[config.mk]
export PLATFORM = sky130hd
export DESIGN_NAME = id_ex_operand_stage_flat
export DESIGN_NICKNAME = d
export VERILOG_FILES = /design/src/rtl/id_ex_operand_stage_if.sv /design/src/rtl/id_ex_operand_stage.sv /design/src/flat_wrapper.sv
export SDC_FILE = /design/constraint.sdc
export NUM_CORES = 1
export LEC_CHECK = 0
export ABC_CLOCK_PERIOD_IN_PS = 1700
export BUFFER_PORTS_ARGS = -buffer_cell sky130_fd_sc_hd__buf_2
export CORE_ASPECT_RATIO = 0.5
export CORE_MARGIN = 5
export CORE_UTILIZATION = 42
export CTS_CLUSTER_DIAMETER = 120
export CTS_CLUSTER_SIZE = 16
export DETAILED_ROUTE_END_ITERATION = 8
export GPL_TIMING_DRIVEN = 1
export HOLD_SLACK_MARGIN = 0.05
export PLACE_DENSITY_LB_ADDON = 0.05
export SYNTH_ARGS = -nofsm -noshare
export SYNTH_HDL_FRONTEND = slang
export SYNTH_SLANG_ARGS = --single-unit
[constraint.sdc]
create_clock -name CLOCK -period 1.7 [get_ports CLOCK]
set_clock_uncertainty 0.15 [all_clocks]
set_input_delay 0.17 -clock CLOCK [delete_from_list [all_inputs] [get_ports CLOCK]]
set_output_delay 0.17 -clock CLOCK [all_outputs]
set_load 0.02 [all_outputs]
[src/rtl/id_ex_operand_stage_if.sv]
// ID/EX operand stage bus: decoded ID fields and forwarding selects in, registered EX fields out.
`timescale 1ns/1ps
interface id_ex_operand_stage_if #(
  parameter int DATA_W  = 32,
  parameter int ALUOP_W = 4
);
  logic               validD;
  logic               flushD;
  logic [DATA_W-1:0]  rs_dataD;
  logic [DATA_W-1:0]  rt_dataD;
  logic [DATA_W-1:0]  immD;
  logic [4:0]         rs_addrD;
  logic [4:0]         rt_addrD;
  logic [4:0]         wb_addrD;
  logic               RegWriteD;
  logic               MemReadD;
  logic               MemWriteD;
  logic               ALUSrcD;
  logic [ALUOP_W-1:0] ALUOpD;
  logic [1:0]         ForwardA;
  logic [1:0]         ForwardB;
  logic [DATA_W-1:0]  ex_fwd_data;
  logic [DATA_W-1:0]  mem_fwd_data;

  logic               validE;
  logic [DATA_W-1:0]  rs_dataE;
  logic [DATA_W-1:0]  rt_dataE;
  logic [DATA_W-1:0]  immE;
  logic [4:0]         rs_addrE;
  logic [4:0]         rt_addrE;
  logic [4:0]         wb_addrE;
  logic               RegWriteE;
  logic               MemReadE;
  logic               MemWriteE;
  logic               ALUSrcE;
  logic [ALUOP_W-1:0] ALUOpE;
  logic               stall_out;

  modport master (
    output validD, flushD, rs_dataD, rt_dataD, immD, rs_addrD, rt_addrD, wb_addrD,
           RegWriteD, MemReadD, MemWriteD, ALUSrcD, ALUOpD, ForwardA, ForwardB,
           ex_fwd_data, mem_fwd_data,
    input  validE, rs_dataE, rt_dataE, immE, rs_addrE, rt_addrE, wb_addrE,
           RegWriteE, MemReadE, MemWriteE, ALUSrcE, ALUOpE, stall_out
  );

  modport slave (
    input  validD, flushD, rs_dataD, rt_dataD, immD, rs_addrD, rt_addrD, wb_addrD,
           RegWriteD, MemReadD, MemWriteD, ALUSrcD, ALUOpD, ForwardA, ForwardB,
           ex_fwd_data, mem_fwd_data,
    output validE, rs_dataE, rt_dataE, immE, rs_addrE, rt_addrE, wb_addrE,
           RegWriteE, MemReadE, MemWriteE, ALUSrcE, ALUOpE, stall_out
  );
endinterface

[src/rtl/id_ex_operand_stage.sv]
// ID/EX pipeline register with operand forwarding mux, load-use stall and flush bubbles.
// Optional ID_EX_PERF_COUNT_EN adds bubble_count and stall_count outputs.
`timescale 1ns/1ps
module id_ex_operand_stage #(
  parameter int DATA_W  = 32,
  parameter int ALUOP_W = 4
) (
  input  logic        CLOCK,
  input  logic        RESET,
`ifdef ID_EX_PERF_COUNT_EN
  output logic [31:0] bubble_count,
  output logic [31:0] stall_count,
`endif
  id_ex_operand_stage_if.slave bus
);

  typedef enum logic [0:0] {RUN, LSTALL} stateT;

  stateT             state;
  stateT             nextState;
  logic              hazard;
  logic              doCapture;
  logic [DATA_W-1:0] rsFwd;
  logic [DATA_W-1:0] rtFwd;

  function automatic logic [DATA_W-1:0] fwdSel(
    input logic [1:0]        sel,
    input logic [DATA_W-1:0] regData,
    input logic [DATA_W-1:0] exData,
    input logic [DATA_W-1:0] memData
  );
    case (sel)
      2'b10:   fwdSel = exData;
      2'b01:   fwdSel = memData;
      default: fwdSel = regData;
    endcase
  endfunction

  assign rsFwd = fwdSel(bus.ForwardA, bus.rs_dataD, bus.ex_fwd_data, bus.mem_fwd_data);
  assign rtFwd = fwdSel(bus.ForwardB, bus.rt_dataD, bus.ex_fwd_data, bus.mem_fwd_data);

  // Hazard is only evaluated in RUN; during LSTALL the held instruction is captured unconditionally.
  always_comb begin
    hazard = (state == RUN) && bus.validD && bus.validE && bus.MemReadE &&
             (bus.wb_addrE != 5'd0) &&
             ((bus.wb_addrE == bus.rs_addrD) || (bus.wb_addrE == bus.rt_addrD));
    bus.stall_out = hazard && !bus.flushD && !RESET;
    nextState = state;
    doCapture = 1'b0;
    unique case (state)
      RUN: begin
        if (bus.flushD) begin
          doCapture = 1'b0;
        end else if (hazard) begin
          nextState = LSTALL;
        end else begin
          doCapture = bus.validD;
        end
      end
      LSTALL: begin
        nextState = RUN;
        doCapture = bus.validD && !bus.flushD;
      end
      default: nextState = RUN;
    endcase
  end

  always_ff @(posedge CLOCK) begin
    if (RESET) begin
      state <= RUN;
    end else begin
      state <= nextState;
    end
  end

  // Any edge that does not capture (reset, flush, hazard, empty ID) leaves an all-zero bubble.
  always_ff @(posedge CLOCK) begin
    if (RESET || !doCapture) begin
      bus.validE    <= 1'b0;
      bus.rs_dataE  <= '0;
      bus.rt_dataE  <= '0;
      bus.immE      <= '0;
      bus.rs_addrE  <= '0;
      bus.rt_addrE  <= '0;
      bus.wb_addrE  <= '0;
      bus.RegWriteE <= 1'b0;
      bus.MemReadE  <= 1'b0;
      bus.MemWriteE <= 1'b0;
      bus.ALUSrcE   <= 1'b0;
      bus.ALUOpE    <= '0;
    end else begin
      bus.validE    <= 1'b1;
      bus.rs_dataE  <= rsFwd;
      bus.rt_dataE  <= rtFwd;
      bus.immE      <= bus.immD;
      bus.rs_addrE  <= bus.rs_addrD;
      bus.rt_addrE  <= bus.rt_addrD;
      bus.wb_addrE  <= bus.wb_addrD;
      bus.RegWriteE <= bus.RegWriteD;
      bus.MemReadE  <= bus.MemReadD;
      bus.MemWriteE <= bus.MemWriteD;
      bus.ALUSrcE   <= bus.ALUSrcD;
      bus.ALUOpE    <= bus.ALUOpD;
    end
  end

`ifdef ID_EX_PERF_COUNT_EN
  always_ff @(posedge CLOCK) begin
    if (RESET) begin
      bubble_count <= '0;
      stall_count  <= '0;
    end else begin
      if (!doCapture) begin
        bubble_count <= bubble_count + 32'd1;
      end
      if (bus.stall_out) begin
        stall_count <= stall_count + 32'd1;
      end
    end
  end
`endif

endmodule

[src/flat_wrapper.sv]
// flat-port wrapper written by rule: the top's interface ports become plain ports
module id_ex_operand_stage_flat 
#(
  parameter int DATA_W  = 32,
  parameter int ALUOP_W = 4
)
  (CLOCK, RESET, bus_validD, bus_flushD, bus_rs_dataD, bus_rt_dataD, bus_immD, bus_rs_addrD, bus_rt_addrD, bus_wb_addrD, bus_RegWriteD, bus_MemReadD, bus_MemWriteD, bus_ALUSrcD, bus_ALUOpD, bus_ForwardA, bus_ForwardB, bus_ex_fwd_data, bus_mem_fwd_data, bus_validE, bus_rs_dataE, bus_rt_dataE, bus_immE, bus_rs_addrE, bus_rt_addrE, bus_wb_addrE, bus_RegWriteE, bus_MemReadE, bus_MemWriteE, bus_ALUSrcE, bus_ALUOpE, bus_stall_out);
  id_ex_operand_stage_if #(.DATA_W(DATA_W), .ALUOP_W(ALUOP_W)) bus_i ();
  input  logic CLOCK;
  input  logic RESET;
  input wire logic [$bits(bus_i.validD)-1:0] bus_validD;
  input wire logic [$bits(bus_i.flushD)-1:0] bus_flushD;
  input wire logic [$bits(bus_i.rs_dataD)-1:0] bus_rs_dataD;
  input wire logic [$bits(bus_i.rt_dataD)-1:0] bus_rt_dataD;
  input wire logic [$bits(bus_i.immD)-1:0] bus_immD;
  input wire logic [$bits(bus_i.rs_addrD)-1:0] bus_rs_addrD;
  input wire logic [$bits(bus_i.rt_addrD)-1:0] bus_rt_addrD;
  input wire logic [$bits(bus_i.wb_addrD)-1:0] bus_wb_addrD;
  input wire logic [$bits(bus_i.RegWriteD)-1:0] bus_RegWriteD;
  input wire logic [$bits(bus_i.MemReadD)-1:0] bus_MemReadD;
  input wire logic [$bits(bus_i.MemWriteD)-1:0] bus_MemWriteD;
  input wire logic [$bits(bus_i.ALUSrcD)-1:0] bus_ALUSrcD;
  input wire logic [$bits(bus_i.ALUOpD)-1:0] bus_ALUOpD;
  input wire logic [$bits(bus_i.ForwardA)-1:0] bus_ForwardA;
  input wire logic [$bits(bus_i.ForwardB)-1:0] bus_ForwardB;
  input wire logic [$bits(bus_i.ex_fwd_data)-1:0] bus_ex_fwd_data;
  input wire logic [$bits(bus_i.mem_fwd_data)-1:0] bus_mem_fwd_data;
  output wire logic [$bits(bus_i.validE)-1:0] bus_validE;
  output wire logic [$bits(bus_i.rs_dataE)-1:0] bus_rs_dataE;
  output wire logic [$bits(bus_i.rt_dataE)-1:0] bus_rt_dataE;
  output wire logic [$bits(bus_i.immE)-1:0] bus_immE;
  output wire logic [$bits(bus_i.rs_addrE)-1:0] bus_rs_addrE;
  output wire logic [$bits(bus_i.rt_addrE)-1:0] bus_rt_addrE;
  output wire logic [$bits(bus_i.wb_addrE)-1:0] bus_wb_addrE;
  output wire logic [$bits(bus_i.RegWriteE)-1:0] bus_RegWriteE;
  output wire logic [$bits(bus_i.MemReadE)-1:0] bus_MemReadE;
  output wire logic [$bits(bus_i.MemWriteE)-1:0] bus_MemWriteE;
  output wire logic [$bits(bus_i.ALUSrcE)-1:0] bus_ALUSrcE;
  output wire logic [$bits(bus_i.ALUOpE)-1:0] bus_ALUOpE;
  output wire logic [$bits(bus_i.stall_out)-1:0] bus_stall_out;
  assign bus_i.validD = bus_validD;
  assign bus_i.flushD = bus_flushD;
  assign bus_i.rs_dataD = bus_rs_dataD;
  assign bus_i.rt_dataD = bus_rt_dataD;
  assign bus_i.immD = bus_immD;
  assign bus_i.rs_addrD = bus_rs_addrD;
  assign bus_i.rt_addrD = bus_rt_addrD;
  assign bus_i.wb_addrD = bus_wb_addrD;
  assign bus_i.RegWriteD = bus_RegWriteD;
  assign bus_i.MemReadD = bus_MemReadD;
  assign bus_i.MemWriteD = bus_MemWriteD;
  assign bus_i.ALUSrcD = bus_ALUSrcD;
  assign bus_i.ALUOpD = bus_ALUOpD;
  assign bus_i.ForwardA = bus_ForwardA;
  assign bus_i.ForwardB = bus_ForwardB;
  assign bus_i.ex_fwd_data = bus_ex_fwd_data;
  assign bus_i.mem_fwd_data = bus_mem_fwd_data;
  assign bus_validE = bus_i.validE;
  assign bus_rs_dataE = bus_i.rs_dataE;
  assign bus_rt_dataE = bus_i.rt_dataE;
  assign bus_immE = bus_i.immE;
  assign bus_rs_addrE = bus_i.rs_addrE;
  assign bus_rt_addrE = bus_i.rt_addrE;
  assign bus_wb_addrE = bus_i.wb_addrE;
  assign bus_RegWriteE = bus_i.RegWriteE;
  assign bus_MemReadE = bus_i.MemReadE;
  assign bus_MemWriteE = bus_i.MemWriteE;
  assign bus_ALUSrcE = bus_i.ALUSrcE;
  assign bus_ALUOpE = bus_i.ALUOpE;
  assign bus_stall_out = bus_i.stall_out;
  id_ex_operand_stage #(.DATA_W(DATA_W), .ALUOP_W(ALUOP_W)) u_core (.CLOCK(CLOCK), .RESET(RESET), .bus(bus_i));
endmodule
# Yosys cells after proc, flatten, opt, wreduce, memory -nomap -nowiden
# Index checks and enable logic that the tools add are counted.
# totals
input_bits	191
reg_bits	121
output_inout_bits	121
word_cells	43
# classes
bitwise	1
mux	9
n_reduce_logical	14
eq_ne	6
# ops
cell	n
$pmux 32 s2	2
$eq 5x5->1	2
$logic_and 1x1->1	8
$mux 1	5
$reduce_bool 5->1	1
$eq 2x1->1 const B	2
$eq 2x2->1 const B	2
$pmux 1 s2	2
$logic_not 1->1	3
$logic_or 1x1->1	2
$not 1->1	1

# Longest topological paths before layout
# Gate-level depths: netlist of the first run.
# depth
depth_word	12
ltp_mapped	8
mapped_depth_nobuf	6

# Worst setup path before layout of the first run
# No wires, ideal clock.
# synth_timing
kind	flip-flop to output port
start	reg u_core.bus.wb_addrE[4]
end	out bus_stall_out
t_arrival_ps	1366
setup_slack_ps	14
stages_incl_launch_ff	6
required_time_ps	1380
cell_sequence	dfxtp_1 -> xnor2_1 -> nand3_1 -> o22ai_2 -> buf_4 -> and3_1
# synth_via
elab_chain_len	5
# synth_lines
element	line	rtl
from (decl)	id_ex_operand_stage_if.sv:51	output validE, rs_dataE, rt_dataE, immE, rs_addrE, rt_addrE, wb_addrE,
from (signal assigned)	id_ex_operand_stage.sv:98	bus.wb_addrE <= bus.wb_addrD;
$eq 5x5->1 or $reduce_bool 5->1 (tied branches)	id_ex_operand_stage.sv:46, id_ex_operand_stage.sv:45	
$logic_or 1x1->1 or $logic_and 1x1->1 (tied branches)	id_ex_operand_stage.sv:46, id_ex_operand_stage.sv:44	
$logic_and 1x1->1 *	id_ex_operand_stage.sv:45	(bus.wb_addrE != 5'd0) &&
$logic_and 1x1->1 * (2 in series)	id_ex_operand_stage.sv:47	bus.stall_out = hazard && !bus.flushD && !RESET;
to (decl)	flat_wrapper.sv:40	output wire logic [$bits(bus_i.stall_out)-1:0] bus_stall_out;
# Mark *: on every way between the ends. The rest lies on a longest branch, timed or not.

# Worst setup path in the final report of the first run
# layout_timing
start	reg u_core.bus.wb_addrE[3]
end	out bus_stall_out
# Same word-level chain as after synthesis.

==> results.toml, run 1 <==
[synthesis]
ys_async_sr_fraction_pct = 0
synthFlopType = "dfxtp_1"
yosys-top-cells-count = "131 x nand2_1, 121 x dfxtp_1, 65 x a21oi_1, 64 x a22oi_1, 64 x o21ai_0"
ys_warn_count = 0
synth_cells = 649
syn_area_um2 = 5233
yosysTopAreaCell = "dfxtp_1"
syn_nets = 844
synth_most_common_cell = "nand2_1"
ys_seq_elements = 121
avgSynthCellArea_um2 = 8.062
ys_seq_area_share_pct = 46.29
synth_cell_types = 22
synthTopCellsByArea = "dfxtp_1 46%, nand2_1 9.4%, a22oi_1 9.2%"
synth.top_cell.area_share_pct = 46.29
synth_edf_count = 0

[worst_setup_path]
crit_family = "flip-flops"
regToRegSetupSlack_ns = 0.08
path_max_fanout = 4
slowest_delay_ns = 0.37
cpMaxStageDelayCell = "dfxtp_4"
critPathCaptureType = "output pin"
crit_path_start_kind = "flip-flop"
crit_buf_inv = 1
crit_chain = "xnor2_2 -> nand2_2 -> o22ai_4 -> and3_4 -> buf_6"
cp.arrival_ns = 1.55
criticalPathCategory = "reg -> out"
required_ns = 1.38

[clocking]
clk_latency_ns = 0.40
h-tree-depth = 4
cts_root_buffer = "clkbuf_16"
clk_pin_slew_worst_paths_ns = 0.06
cts_sinks = 121
cts_buffer_depth = 2
cts_tree = "built"
cts_made_buffers = 17

[timing]
setup_viol_count_final = 1
setup_slack_ns = -0.1706
min_period_ns = 1.871
setup_tns_ns = -0.1706
rsz0062_at_grt = "true"
relSlewSlack_pct = 78.28
tightest_slew_ns = 0.3258
fmax_mhz = 534.6
finalHoldViolations = 0
period_share_pct = 110.0
slew_violations = 0

[detailed_routing]
viasPerCell = 4.928
dr.pass1.iters = 5
drc = 0
drt-initial-drc-count = 440
ant_nets = 0
drt_wl_total_um = 19920
post_drt_wl_per_cell_um = 16.07
num_vias = 6111

[power]
switchingPower_w = 0.002034
power.leakage_nw = 4.360
p_clk_share_pct = 44.7
sw_frac_of_total_pct = 26.45
seq_power_share_pct = 38.2
vdd_drop_max_mv = 0.7299
fin_total_pwr_w = 0.007691
pwr-share-comb_pct = 17.2
p_int_w = 0.005656
power_density_nw_per_um2 = 857.1

[placed_design]
routabilityCongestion = 0.8920
place_area_um2 = 7103
place_inst = 1086
hpwlAfterDp_um = 13600
io_buffers = 311
dp_slack_ns = -0.01276

[cells_and_area]
finalNonFillerCells = 1240
fin_area_um2 = 8972
finalNetCount = 1257
syn2layout_area_growth_pct = 71.47
drive_gt1_share_pct = 37.90

[status]
status = "complete, but fails checks"
violations = "negative setup slack"

[global_routing]
grt_pass1_wl_um = 31110
grt_pass1_vias = 6192
antenna_found_initial = 2
grt_max_degree = 53
gr-usage-all-layers_pct = 26.09
grt.overflow.total = 0

[floorplan]
dieArea_um2 = 14930
rows = 28
io_pins = 312
start_util_pct = 43.54
die_h_um = 88.93
core_um2 = 12020
die_x_um = 167.9

[min_path]
min_path_type = "in -> reg"

[flow_run]
maxCapViolCount = 0
==> layout make-up <==
type,count,area (µm²)
diodes,1,2.502
clock buffers,19,452.9
clock inverters,12,115.1
fillers,905,3044
inverters,59,221.5
multi-input cells,404,2401
flip-flops and latches,121,2439
well taps,165,206.4
repair buffers,459,3134
==> per-stage QoR <==
step | util (%) | hold WS [ns]
3_5_place_dp | 59.11 | 0.2434
6_report | 74.67 | 0.08013
2_1_floorplan | - | 0.1335
3_3_place_gp | 59.11 | 0.2406
5_1_grt | 74.67 | 0.08509
4_1_cts | 73.90 | 0.05726
==> what timing repair did <==
item / 4_1_cts / 5_1_grt
endpoints found under the setup margin: 5 / 65
hold buffers: 119 / 0
pin swaps: 6 / 6
hold endpoints to repair: 119 / 0
resized for setup: 8 / 13
buffers inserted: 0 / 3
==> per-layer routing <==
metal  vias to the layer above  routed length, µm  GRT usage, %
li1                       3049                  -             -
met1                      2756               7719         29.91
met2                       254              10130         47.13
met3                        50               1514         7.509
met4                         2                554         10.38
met5                         -                  7             0
==> power groups by stage <==
stage	registers [W]	logic (W)	clock network, W
global placement	0.00300	0.00107	0
finish	0.00294	0.00132	0.00343
detailed placement	0.00300	0.00107	0
floorplan	0.00310	0.000458	0
global route	0.00294	0.00145	0.00364
CTS	0.00294	0.00129	0.00350
==> cells in the final DEF, fill, tap and decap left out, types with 6 or more instances in the layout <==
master | Yosys | routed
buf_2 | 15 | 310
nand2_1 | 131 | 129
dlygate4sd3_1 | 0 | 119
dfxtp_1 | 121 | 116
a21oi_1 | 65 | 65
a22oi_1 | 64 | 64
o21ai_0 | 64 | 64
inv_1 | 59 | 59
a211oi_1 | 40 | 40
clkbuf_16 | 0 | 17
buf_4 | 3 | 16
a211oi_2 | 15 | 15
buf_12 | 0 | 13
xnor2_2 | 0 | 6
==> worst register-to-register path, cell delays in order, from the launching register on <==
cell,delay (ns)
dfxtp_4,0.37
xnor2_2,0.15
nand2_2,0.09
o22ai_4,0.21
buf_4,0.16
buf_12,0.21
a21oi_1,0.14
==> flip-flops by register name, indices dropped and copies added (netlist names) <==
signal	count
u_core.bus.immE	32
u_core.bus.rs_dataE	32
u_core.bus.rt_dataE	32
u_core.bus.rs_addrE	5
u_core.bus.rt_addrE	5
u_core.bus.wb_addrE	5
u_core.bus.ALUOpE	4
u_core.bus.ALUSrcE	1
u_core.bus.MemReadE	1
u_core.bus.MemWriteE	1
u_core.bus.RegWriteE	1
u_core.bus.validE	1
u_core.state	1
==> logic make-up (layout without fill, tap and decap cells) <==
kind of cell               count (synthesis)  count (layout)  synth area share (%)
AOI/OAI and AO/OA                        250             250                 31.25
xor gates and xnor gates                  10              10                 1.674
adders and majority gates                  4               4                0.9565
buffers and inverters                    124             549                 9.469
DFF                                      121             121                 46.29
other                                      0               1                     0
and+or+nand+nor                          140             140                 10.35
==> worst paths after layout <==
path | depth (start not counted) | endpoint | start
max | 5 | bus_stall_out | u_core.bus.wb_addrE[3]$_SDFF_PP0_
min | 5 | u_core.bus.rs_dataE[18]$_SDFF_PP0_ | bus_ex_fwd_data[18]
max reg2reg | 6 | u_core.bus.rs_dataE[1]$_SDFF_PP0_ | u_core.bus.wb_addrE[3]$_SDFF_PP0_
min reg2reg | 4 | u_core.bus.rs_dataE[28]$_SDFF_PP0_ | u_core.bus.validE$_DFF_P_
Power figures use the tool's default switching activity.
==> run 2, diff against run 1 <==
Settings changed: MAX_ROUTING_LAYER set to met4.
==> run 2 against run 1 <==
The flow still finishes with violations (negative setup slack). Die area did not move. Sequential power is essentially flat. Final cell count increased by 0.97%. Routed wire length up 7.4%. Global-route usage rose by 1.1 points. Hold slack worse by 0.0062 ns. First-iteration DRC count is 12% higher. Total power rose by 2.5%. Via count is 3.7% higher.
==> results.toml, run 2 (synthesized netlist as in run 1, its figures left out) <==
[status]
status = "complete, but fails checks"
violations = "negative setup slack"

[timing]
finalHoldViolations = 0
holdWs_ns = 0.07392
rsz0062_at_grt = "true"
slew_violations = 0
relSlewSlack_pct = 77.44
fmax_mhz = 530.8
min_period_ns = 1.884
period_share_pct = 110.8
setup_slack_ns = -0.1839
setup_viol_count_final = 94
tightest_slew_ns = 0.3384

[worst_setup_path]
crit_chain = "xnor2_4 -> nand3_2 -> o22ai_4 -> and3_4 -> buf_6"
critPathCaptureType = "output pin"
crit_path_start_kind = "flip-flop"
slowest_delay_ns = 0.37
path_max_fanout = 4
cpMaxStageDelayCell = "dfxtp_4"
criticalPathCategory = "reg -> out"
required_ns = 1.38
cp.arrival_ns = 1.56
regToRegSetupSlack_ns = -0.06

[power]
power.leakage_nw = 4.467
fin_total_pwr_w = 0.007879
vdd_drop_max_mv = 0.5641
power_density_nw_per_um2 = 854.1

[placed_design]
place_inst = 1089
io_buffers = 311
routabilityCongestion = 0.9025
hpwlAfterDp_um = 13430
dp_slack_ns = -0.02120

[cells_and_area]
finalNonFillerCells = 1252
finalNetCount = 1267
drive_gt1_share_pct = 38.62
final_common_cell = "buf_2"
reg_top3 = "u_core.bus.immE: 32 flops, u_core.bus.rs_dataE: 32 flops, u_core.bus.rt_dataE: 32 flops"
layout_common_cells = "310 x buf_2, 129 x nand2_1, 117 x dlygate4sd3_1"
syn2layout_area_growth_pct = 76.30

[floorplan]
die_h_um = 88.93
core_um2 = 12020
dieArea_um2 = 14930
start_util_pct = 43.54
io_pins = 312
die_x_um = 167.9
rows = 28

[min_path]
min_path_type = "in -> reg"

[global_routing]
grt_pass1_vias = 6201
gr-usage-all-layers_pct = 27.16
grt_max_degree = 77
antenna_found_initial = 2
grt_pass1_wl_um = 31370
grt.overflow.total = 0

[detailed_routing]
dr.pass1.iters = 5
viasPerCell = 5.062
drc = 0
drt-initial-drc-count = 492
post_drt_wl_per_cell_um = 17.09
ant_nets = 0
num_vias = 6337
drt_wl_total_um = 21390

[clocking]
cts_buffer_depth = 2
clk_pin_slew_worst_paths_ns = 0.06
cts_made_buffers = 17
cts_root_buffer = "clkbuf_16"
clk_latency_ns = 0.40
cts_tree = "built"
h-tree-depth = 4
cts_sinks = 121

[flow_run]
maxCapViolCount = 0
## run 2: critical path, delay by kind of cell, from the launching register on
kind	cells	cell delay (ns)
AOI/OAI and AO/OA	1	0.17
xor gates and xnor gates	1	0.18
DFF	1	0.37
and+or+nand+nor	2	0.31
buffers and inverters	1	0.12
## run 2: through the flow
stage | cell area [µm²] | setup TNS (ns) | utilization, %
after CTS | 8946 | -0.1597 | 74.45
after detailed placement | 7126 | -0.09597 | 59.30
final | 9225 | -3.172 | 76.77
after global placement | 7126 | 0 | 59.30
after global routing | 9225 | -11.58 | 76.77
after floorplan | 5233 | 0 | -
## run 2: final cells by class
cell class | instances | area (µm²)
Clock inverter | 13 | 145.1
Antenna cell | 2 | 5.005
Tap cell | 165 | 206.4
Sequential cell | 121 | 2434
Fill cell | 869 | 2791
Timing Repair Buffer | 469 | 3361
Clock buffer | 19 | 442.9
Multi-Input combinational cell | 404 | 2410
Inverter | 59 | 221.5
## run 2: where the power goes
| group | internal [W] | total [W] | switching, W | leakage (nW) |
|---|---|---|---|---|
| logic | 0.000692 | 0.00139 | 0.000703 | 3.20 |
| clock network | 0.00221 | 0.00355 | 0.00133 | 0.280 |
| registers | 0.00291 | 0.00294 | 0.0000261 | 0.986 |
| total | 0.00582 | 0.00788 | 0.00206 | 4.47 |
## run 2: timing repair
item,4_1_cts,5_1_grt
resized for setup,14,17
pin swaps,4,5
cloned,0,7
hold buffers,117,0
endpoints found under the hold margin,117,0
buffers inserted,1,5
endpoints found under the setup margin,77,120
## run 2: final timing paths
check                                    start                            endpoint  cells past startpoint
min reg2reg            u_core.state$_SDFF_PP0_  u_core.bus.rt_dataE[25]$_SDFF_PP0_                      4
max reg2reg  u_core.bus.wb_addrE[1]$_SDFF_PP0_   u_core.bus.rt_addrE[0]$_SDFF_PP0_                      8
min                           bus_rt_dataD[11]  u_core.bus.rt_dataE[11]$_SDFF_PP0_                      5
max          u_core.bus.wb_addrE[1]$_SDFF_PP0_                       bus_stall_out                      5
## run 2: layer usage
metal  global-route usage [%]  routed length (µm)
met5                        -                   0
met4                    12.08                 696
met3                    7.288                1729
met2                    47.63               10750
met1                    29.67                8217
==> run 3, diff against run 2 <==
Settings changed: CELL_PAD_IN_SITES_DETAIL_PLACEMENT set to 1, CELL_PAD_IN_SITES_GLOBAL_PLACEMENT set to 2, CORE_MARGIN 5 to 2, CORE_UTILIZATION 42 to 23.
==> run 3 against run 2 <==
The flow still finishes with violations (negative setup slack). Setup slack got worse by 0.14 ns. Non-clock buffer count grew 7. Combinational power increased by 6%. Hold slack lost 0.0050 ns. Global-route usage decreased by 6.2 points. Sequential power hardly changed. Fmax fell by 7.1%. Routed wire length up 18%. Critical path type unchanged. Critical endpoint unchanged. Largest cell class unchanged. Largest power group unchanged.
==> results.toml, run 3 (synthesized netlist as in run 1, its figures left out) <==
[timing]
fmax_mhz = 493.0
setup_tns_ns = -0.5975
period_share_pct = 119.3
slew_violations = 0
holdWs_ns = 0.06889
setup_viol_count_final = 25
rsz0062_at_grt = "true"
relSlewSlack_pct = 73.84
setup_slack_ns = -0.3285
tightest_slew_ns = 0.3924
min_period_ns = 2.028
finalHoldViolations = 0

[worst_setup_path]
slowest_delay_ns = 0.37
required_ns = 1.38
path_max_fanout = 4
cp.arrival_ns = 1.71
criticalPathCategory = "reg -> out"
cpMaxStageDelayCell = "dfxtp_4"
critPathCaptureType = "output pin"
crit_chain = "xnor2_2 -> nand3_2 -> o22ai_4 -> buf_12 -> and3_4 -> buf_6"
crit_path_start_kind = "flip-flop"

[power]
sw_frac_of_total_pct = 28.68
p_int_w = 0.005530
seq_power_share_pct = 37.9
power_density_nw_per_um2 = 820.3
p_clk_share_pct = 43.2
pwr-share-comb_pct = 18.9
switchingPower_w = 0.002223
power.leakage_nw = 4.490
vdd_drop_max_mv = 0.6175

[cells_and_area]
reg_top3 = "u_core.bus.immE: 32 flops, u_core.bus.rs_dataE: 32 flops, u_core.bus.rt_dataE: 32 flops"
fill_cells = 2650
final_common_cell = "buf_2"
drive_gt1_share_pct = 38.55
layout_common_cells = "310 x buf_2, 129 x nand2_1, 122 x dlygate4sd3_1"
finalNetCount = 1274
syn2layout_area_growth_pct = 80.63

[global_routing]
grt_max_degree = 57
grt_pass1_wl_um = 37830
grt.overflow.total = 0
gr-usage-all-layers_pct = 20.97
antenna_found_initial = 3
grt_pass1_vias = 6688

[clocking]
cts_tree = "built"
h-tree-depth = 4
cts_buffer_depth = 2
clk_latency_ns = 0.42
cts_root_buffer = "clkbuf_16"
cts_made_buffers = 17
clk_pin_slew_worst_paths_ns = 0.06
cts_sinks = 121

[detailed_routing]
drt_wl_total_um = 25310
drt-initial-drc-count = 334
drc = 0
num_vias = 6272
viasPerCell = 4.496
post_drt_wl_per_cell_um = 18.14
ant_nets = 0
dr.pass1.iters = 4

[floorplan]
core_um2 = 22010
rows = 38
dieArea_um2 = 24050
die_x_um = 217.3
die_h_um = 110.7
io_pins = 312
start_util_pct = 23.77

[status]
violations = "negative setup slack"
status = "complete, but fails checks"

[placed_design]
io_buffers = 311
routabilityCongestion = 0.8033
hpwlAfterDp_um = 17360

[min_path]
min_path_type = "in -> reg"

[flow_run]
maxCapViolCount = 0
run 3: changes by cell type in the layout (fill, tap and decap cells not counted), moves of 2 or more:
cell           previous run  this run
bufinv_16                 2         0
xnor2_2                   4         6
dlygate4sd3_1           117       122
buf_12                   16        21
clkinvlp_4                3         6
buf_4                    17        14
clkinv_2                  2         4
run 3: area by class of cell:
type                       count  area, µm²  area share (%)
timing repair buffer         476       3476           36.78
sequential                   121       2436           25.77
multi-input combinational    404       2396           25.35
clock buffer                  18      439.2           4.647
tap                          300      375.4           3.971
inverter                      59      221.5           2.343
clock inverter                14      100.1           1.059
antenna                        3      7.507         0.07943
run 3: worst paths after layout:
| path | start | end | slack [ns] | cells after the start |
|---|---|---|---|---|
| hold reg to reg | u_core.state$_SDFF_PP0_ | u_core.bus.rt_dataE[25]$_SDFF_PP0_ | 0.75 | 4 |
| hold / removal | bus_ex_fwd_data[27] | u_core.bus.rs_dataE[27]$_SDFF_PP0_ | 0.07 | 5 |
| setup reg to reg | u_core.bus.wb_addrE[1]$_SDFF_PP0_ | u_core.bus.rs_addrE[2]$_SDFF_PP0_ | -0.02 | 7 |
| setup / recovery | u_core.bus.wb_addrE[1]$_SDFF_PP0_ | bus_stall_out | -0.33 | 6 |
run 3: power groups by stage:
stage	clock network [W]	logic (W)	registers [W]
floorplan	0	0.000458	0.00310
global placement	0	0.00116	0.00300
detailed placement	0	0.00117	0.00300
CTS	0.00343	0.00140	0.00294
global route	0.00357	0.00161	0.00294
finish	0.00335	0.00147	0.00294
run 3: what timing repair did:
item / CTS / global route
buffers inserted: 1 / 1
setup endpoints to repair: 48 / 91
hold buffers: 122 / 0
gates cloned: 0 / 6
pin swaps: 5 / 3
hold endpoints to repair: 118 / 0
resized for setup: 13 / 19
run 3: through the flow:
stage               util (%)  instances  total power, W  worst slack (ns)  cell area (µm²)
detailed placement     33.63       1230        0.004168          -0.02253             7402
CTS                    41.83       1385        0.007776           -0.3326             9208
finish                 42.94       1395        0.007754           -0.3285             9452
floorplan                  -        649        0.003558           0.01433             5233
global placement       33.63       1230        0.004163          -0.02265             7402
global route           42.94       1395        0.008121           -0.4296             9452
run 3: layer usage:
metal | global-route usage, % | wire length, µm | vias to the layer above | part of all wire (%)
met2 | 33.31 | 11840 | 165 | 47
met3 | 4.993 | 1275 | 27 | 5.0
met4 | 6.210 | 401 | 0 | 1.6
met5 | - | 0 | - | 0
li1 | - | - | 3087 | -
met1 | 26.45 | 11790 | 2993 | 47
run 3: worst max-delay path, delay by kind of cell (launching register included):
family / cells / cell delay [ns]
and+or+nand+nor: 2 / 0.30
DFF: 1 / 0.37
xor gates and xnor gates: 1 / 0.15
buffers and inverters: 2 / 0.25
AOI/OAI and AO/OA: 1 / 0.23
